**config.mk**
```make
export PLATFORM = sky130hd
export DESIGN_NAME = voter_plus
export DESIGN_NICKNAME = d
export VERILOG_FILES = /design/src/rtl/voter_plus_pkg.sv /design/src/rtl/voter_plus_popcount.sv /design/src/rtl/voter_plus.sv
export SDC_FILE = /design/constraint.sdc
export NUM_CORES = 1
export LEC_CHECK = 0
export ABC_CLOCK_PERIOD_IN_PS = 9600
export CORE_MARGIN = 2
export CORE_UTILIZATION = 30
export DETAILED_ROUTE_END_ITERATION = 8
export GPL_ROUTABILITY_DRIVEN = 0
export PLACE_DENSITY = 0.64
export SYNTH_ARGS = -nofsm -noshare
export SYNTH_HDL_FRONTEND = slang
export SYNTH_SLANG_ARGS = --single-unit
```
**constraint.sdc**
```tcl
create_clock -name clk -period 9.6 [get_ports clk]
set_input_delay 1.92 -clock clk [delete_from_list [all_inputs] [get_ports clk]]
set_output_delay 1.92 -clock clk [all_outputs]
set_load 0.01 [all_outputs]
```
**src/rtl/voter_plus_pkg.sv**
```systemverilog
// Shared constants for the weighted sticky voting tally.
// Group sizes, per-group weights, counter widths and the tally width.
package voter_plus_pkg;

  localparam int unsigned NP_N     = 32;
  localparam int unsigned VIP_N    = 8;

  localparam int unsigned NP_W     = 1;
  localparam int unsigned VIP_W    = 4;
  localparam int unsigned VVIP_W   = 16;

  localparam int unsigned RESULT_W = 8;

  // Popcount widths: enough bits to hold 0..N inclusive.
  localparam int unsigned NP_CW    = $clog2(NP_N + 1);
  localparam int unsigned VIP_CW   = $clog2(VIP_N + 1);

  // Weights are powers of two, so weighting is a left shift.
  localparam int unsigned VIP_SH   = $clog2(VIP_W);
  localparam int unsigned VVIP_SH  = $clog2(VVIP_W);

endpackage : voter_plus_pkg

```
**src/rtl/voter_plus_popcount.sv**
```systemverilog
// Parameterised population count.
// Ports:
//   i_bits  [N-1:0]            input vector
//   o_cnt_c [$clog2(N+1)-1:0]  number of set bits (combinational)
module voter_plus_popcount #(
  parameter int unsigned N = 8
) (
  input  logic [N-1:0]           i_bits,
  output logic [$clog2(N+1)-1:0] o_cnt_c
);

  localparam int unsigned CW = $clog2(N + 1);

  logic [CW-1:0] w_cnt;

  // Plain accumulate; synthesis builds the adder tree.
  always_comb begin
    w_cnt = '0;
    for (int unsigned i = 0; i < N; i++) begin
      w_cnt = w_cnt + CW'(i_bits[i]);
    end
  end

  assign o_cnt_c = w_cnt;

endmodule : voter_plus_popcount

```
**src/rtl/voter_plus.sv**
```systemverilog
// Weighted, sticky voting tally.
// Records which of 32 normal, 8 VIP and 1 VVIP voters have voted since the
// last reset and presents the weighted total combinationally.
// Ports:
//   clk     system clock, rising edge
//   reset   synchronous active-low reset, clears all has-voted flags
//   np      [31:0] normal voter strobes (weight 1)
//   vip     [7:0]  VIP voter strobes (weight 4)
//   vvip    VVIP voter strobe (weight 16)
//   result  [7:0]  weighted tally of recorded votes, driven from flags only
module voter_plus
  import voter_plus_pkg::*;
(
  input  logic                clk,
  input  logic                reset,
  input  logic [NP_N-1:0]     np,
  input  logic [VIP_N-1:0]    vip,
  input  logic                vvip,
  output logic [RESULT_W-1:0] result
);

  logic [NP_N-1:0]   r_np_f;
  logic [VIP_N-1:0]  r_vip_f;
  logic              r_vvip_f;

  logic [NP_CW-1:0]  w_np_cnt;
  logic [VIP_CW-1:0] w_vip_cnt;

  // Sticky has-voted flags; reset wins over votes on the same edge.
  always_ff @(posedge clk) begin
    if (!reset) begin
      r_np_f   <= '0;
      r_vip_f  <= '0;
      r_vvip_f <= 1'b0;
    end else begin
      r_np_f   <= r_np_f  | np;
      r_vip_f  <= r_vip_f | vip;
      r_vvip_f <= r_vvip_f | vvip;
    end
  end

  voter_plus_popcount #(.N(NP_N)) u_np_cnt (
    .i_bits  (r_np_f),
    .o_cnt_c (w_np_cnt)
  );

  voter_plus_popcount #(.N(VIP_N)) u_vip_cnt (
    .i_bits  (r_vip_f),
    .o_cnt_c (w_vip_cnt)
  );

  // Max 32 + 32 + 16 = 80, so the 8-bit sum never overflows.
  assign result = RESULT_W'(w_np_cnt)
                + (RESULT_W'(w_vip_cnt) << VIP_SH)
                + (RESULT_W'(r_vvip_f)  << VVIP_SH);

endmodule : voter_plus

```
==> Word level (Yosys, flattened, before mapping) <==
Index checks and enable logic that the tools add are counted.
W data, S select, Z words.
{ "word_totals": {"ff_bits": 41, "in_bits": 43, "output_inout_bits": 8, "wordCells": 46} }
{ "op_classes": {"n_addsub": 40, "bitwise_logic": 3} }
{ "op_table": {"columns": ["cell", "n"], "rows": [
  ["$add A6 B1 Y6", 30],
  ["$or A32 B32 Y32", 1],
  ["$add A4 B1 Y4", 6],
  ["$add A7 B5 Y8", 1],
  ["$or A8 B8 Y8", 1],
  ["$add A6 B6 Y7", 1],
  ["$add A1 B1 Y2", 2],
  ["$or A1 B1 Y1", 1]
]} }

==> Depth between registers and ports, before layout <==
{ "logic_depth": {"word_depth": 33, "ltp_mapped": 23} }

==> By module <==
From an unflattened synthesis, not the netlist that was laid out.
{ "hier_totals": {"cells_unflattened": 206, "area_unflattened_um2": 2319.7} }
{ "modules_own_cells": {"columns": ["module", "instances", "cells_each", "area_per_inst_um2", "seq_area_each_um2"], "rows": [
  ["voter_plus", 1, 109, 1371.3, 820.8],
  ["voter_plus_popcount at u_np_cnt", 1, 73, 758.2, 0.0],
  ["voter_plus_popcount at u_vip_cnt", 1, 24, 190.2, 0.0]
]} }

==> Worst setup path before layout <==
Ideal clock, no wire load.
{ "synth_timing": {"kind": "reg2out", "start": "register r_np_f[0]", "end": "output port result[6]", "arrival_ns": 5.957, "path_slack_ns": 1.723, "stages_incl_launch_ff": 19, "path_cell_list": "dfxtp_1 ha_1 inv_1 fa_1 fa_1 fa_1 fa_1 fa_1 fa_1 fa_1 fa_1 nand2b_1 a21oi_2 xor2_1 fa_1 ha_1 a21o_1 a21oi_2 xnor2_1"} }
{ "synth_between": {"elab_chain_cells": 33} }
{ "synth_rtl": {"columns": ["item", "line_no", "rtl"], "rows": [
  ["from (decl)", "voter_plus.sv:22", "logic [NP_N-1:0] r_np_f;"],
  ["from (signal assigned)", "voter_plus.sv:36", "r_np_f <= r_np_f | np;"],
  ["$add A1 B1 Y2", "voter_plus_popcount.sv:20", "w_cnt = w_cnt + CW'(i_bits[i]);"],
  ["$add A6 B1 Y6 (30 in series)", "voter_plus_popcount.sv:20", null],
  ["$add A6 B6 Y7", "voter_plus.sv:54", "+ (RESULT_W'(w_vip_cnt) << VIP_SH)"],
  ["$add A7 B5 Y8", "voter_plus.sv:55", "+ (RESULT_W'(r_vvip_f) << VVIP_SH);"],
  ["to (decl)", "voter_plus.sv:19", "output logic [RESULT_W-1:0] result"]
]} }
Every way passes these cells.

==> Worst setup path after layout <==
Ends and elaborated chain as after synthesis.

==> metrics.csv <==
stage;metric;value;unit
route;wl_met2;1790;microns
route;wl_met1;1670;microns
min_path;hp-start;r_vip_f[1];
critical_path;reg2regPathDepth;1;
logic_synthesis;synth_area_leaders;dfxtp_1 (34%), fa_1 (25%), o21a_1 (14%), inv_1 (11%), ha_1 (8.9%);
sta;period_needed;8.85;ns
critical_path;cp_max_fo;2;
global_route;grt_remaining_overflow;0;
sta;final-hold-violation-count;0;
route;wire_per_inst;10.0;microns
sta;tns;0;ns
placed_design;io_buffers;50;
finish;final_layout_size_suffix_gt1_frac;0.0399;
finish;post-route-util;0.399;
logic_synthesis;synth_mux_area_frac;0;
finish;fillers;770;
critical_path;criticalPathCategory;reg -> out;
logic_synthesis;synth_top_area_cell;dfxtp_1;
route;route.detailed.drc;0;
route;met3_length;262;microns
sta;finClkSkew;0;ns
logic_synthesis;synthSimpleGateAreaFrac;0.0157;
floorplan;die_w;93.3;microns
clocking;clk_latency;0.28;ns
logic_synthesis;avgSynthCellArea;10.8;sq um
critical_path;worstPathArrival;6.93;ns
logic_synthesis;synthAdderAreaFrac;0.340;
logic_synthesis;synth_compound_area_frac;0.154;
clocking;postCtsSetupRepairBufs;0;
critical_path;cp.buffers_inverters;2;
critical_path;r2r_slack;8.99;ns
floorplan;die_height;93.3;microns
critical_path;cpMostUsedCell;fa_1;
clocking;clk_pin_slew;0.08;ns
sta;post-route-period-util;0.922;
route;via_per_inst;4.01;
logic_synthesis;synth_cell_type_count;18;
logic_synthesis;synth_top_area_frac;0.343;
sta;rsz0062_at_grt;no;
route;wl;3780;microns
global_route;antenna_found_initial;0;
floorplan;coreArea;7730;sq um
sta;tightestPinTransition;0.427;ns
placed_design;dp_hpwl;3130;microns
critical_path;crit_path_top_delay_cell;fa_1;
finish;syn2layout_area_growth;28.7;%
sta;drv_slew;0;
logic_synthesis;syn-num-nets;312;
route;dr_total_vias;1516;
sta;slew_headroom;0.715;
route;highest_layer;met4;
clocking;cts_max_path_buffers;2;
logic_synthesis;synthXorXnorAreaFrac;0.0220;
logic_synthesis;synth_seq_area_share;0.343;
sta;setup_viol;0;
logic_synthesis;synth_warnings;0;
logic_synthesis;synth_seq_cells;41;
floorplan;io_pins;51;
route;drt_first_pass_iters;4;
critical_path;end_kind;output port;
floorplan;die-area;8710;sq um
global_route;grt_pass1_vias;1510;
global_route;grt_usage;0.0951;
min_path;hp-class;reg -> reg;
critical_path;crit_family;adder cells;
critical_path;rr_endpoint;r_np_f[17];
route;ant_nets;0;
route;drt_iter0_markers;13;
floorplan;start_util;0.310;
global_route;grt_pass1_wl;6420;microns
outcome;status;finished, final reports clean;
logic_synthesis;syn_inst;222;
critical_path;cp-start-kind;flip-flop;
global_route;grt_max_degree;42;
min_path;hold-path-endpoint;r_vip_f[1];
clocking;cts_sinks;41;
logic_synthesis;synth_top_family_by_area;adder cells;
critical_path;crit_chain;ha_1 > inv_1 > fa_1 > fa_1 > fa_1 > fa_1 > fa_1 > fa_1 > fa_1 > fa_1 > nand2b_1 > a21oi_2 > xor2_1 > fa_1 > ha_1 > a21o_1 > a21oi_2 > xnor2_1 > clkdlybuf4s50_1;
clocking;htreeDepth;2;
finish;antenna_cells;0;
floorplan;rows;32;
clocking;cts_buffers;5;
critical_path;crit_required;7.68;ns
clocking;clockRootBuffer;clkbuf_8;
critical_path;r2r-start;r_np_f[17];
clocking;ctsHoldBuffers;0;
min_path;whs_path_depth;1;
clocking;post_cts_resized;0;
clocking;cts_tree;built;
run;maxCapViolations;0;
sta;fmax;113;MHz
critical_path;cpPeakStageDelay;0.55;ns
finish;final_nets;365;
logic_synthesis;syn_area;2390;sq um
[cell families after synthesis]
logic type | after synthesis
AND/OR/NAND/NOR | 7
buffers and inverters | 72
XOR/XNOR | 6
flip-flops | 41
adder cells (fa/ha/maj) | 47
AO/OA/AOI/OAI | 49
[sequential cells by signal, indices dropped and copies added, names as in the netlist]
register	count
r_np_f	32
r_vip_f	8
r_vvip_f	1
[per-stage QoR]
step | cell area (sq um) | hold WS (ns) | setup slack, ns | cells
6_report | 3080 | 0.467 | 0.747 | 378
4_1_cts | 3080 | 0.473 | 0.671 | 378
3_5_place_dp | 2980 | 0.453 | 1.01 | 370
3_3_place_gp | 2980 | 0.440 | 1.09 | 370
5_1_grt | 3080 | 0.484 | 0.479 | 378
2_1_floorplan | 2390 | 0.432 | 1.72 | 222
[final cells by class]
class                      instances  area [sq um]  area share
clock buffer                       7          96.3      0.0313
inverter                          67           251      0.0816
sequential                        41           821       0.266
clock inverter                     1          5.00     0.00162
multi-input combinational        109          1270       0.413
tap                              102           128      0.0414
timing repair buffer              51           508       0.165
[how the worst max path moves through the flow]
stage               from   endpoint  slack, ns  depth (start not counted)
2_1_floorplan  r_np_f[0]  result[6]       1.72                         18
3_3_place_gp   r_np_f[0]  result[6]       1.09                         19
3_5_place_dp   r_np_f[0]  result[6]       1.01                         19
4_1_cts        r_np_f[0]  result[6]       0.67                         19
5_1_grt        r_np_f[0]  result[6]       0.48                         19
6_report       r_np_f[0]  result[6]       0.75                         19
[metal layers]
layer | vias up | GRT usage
met5 | - | 0
met1 | 700 | 0.117
met2 | 39 | 0.153
met3 | 6 | 0.0314
li1 | 771 | -
met4 | 0 | 0.0404
[synth_stat cells]
cell      instances
o21a_1           44
clkbuf_2          1
ha_1             17
nor2b_1           2
a21oi_2           2
a21boi_1          1
fa_1             30
a21o_1            1
dfxtp_1          41
xnor2_1           4
nand2b_1          1
inv_1            67
nand2_1           1
buf_6             4
a21oi_1           1
xor2_1            2
nand3b_1          1
nor2_1            2
[cells in the final DEF, fill, tap and decap left out, types with 4 or more instances in the layout]
master            n
clkbuf_8          7
clkdlybuf4s50_1  50
dfxtp_1          41
fa_1             30
ha_1             17
inv_1            67
o21a_1           44
xnor2_1           4
Power is left out: the tool's default activity adds up to more than one toggle a clock period on the data nets, which glitch-free logic cannot reach.
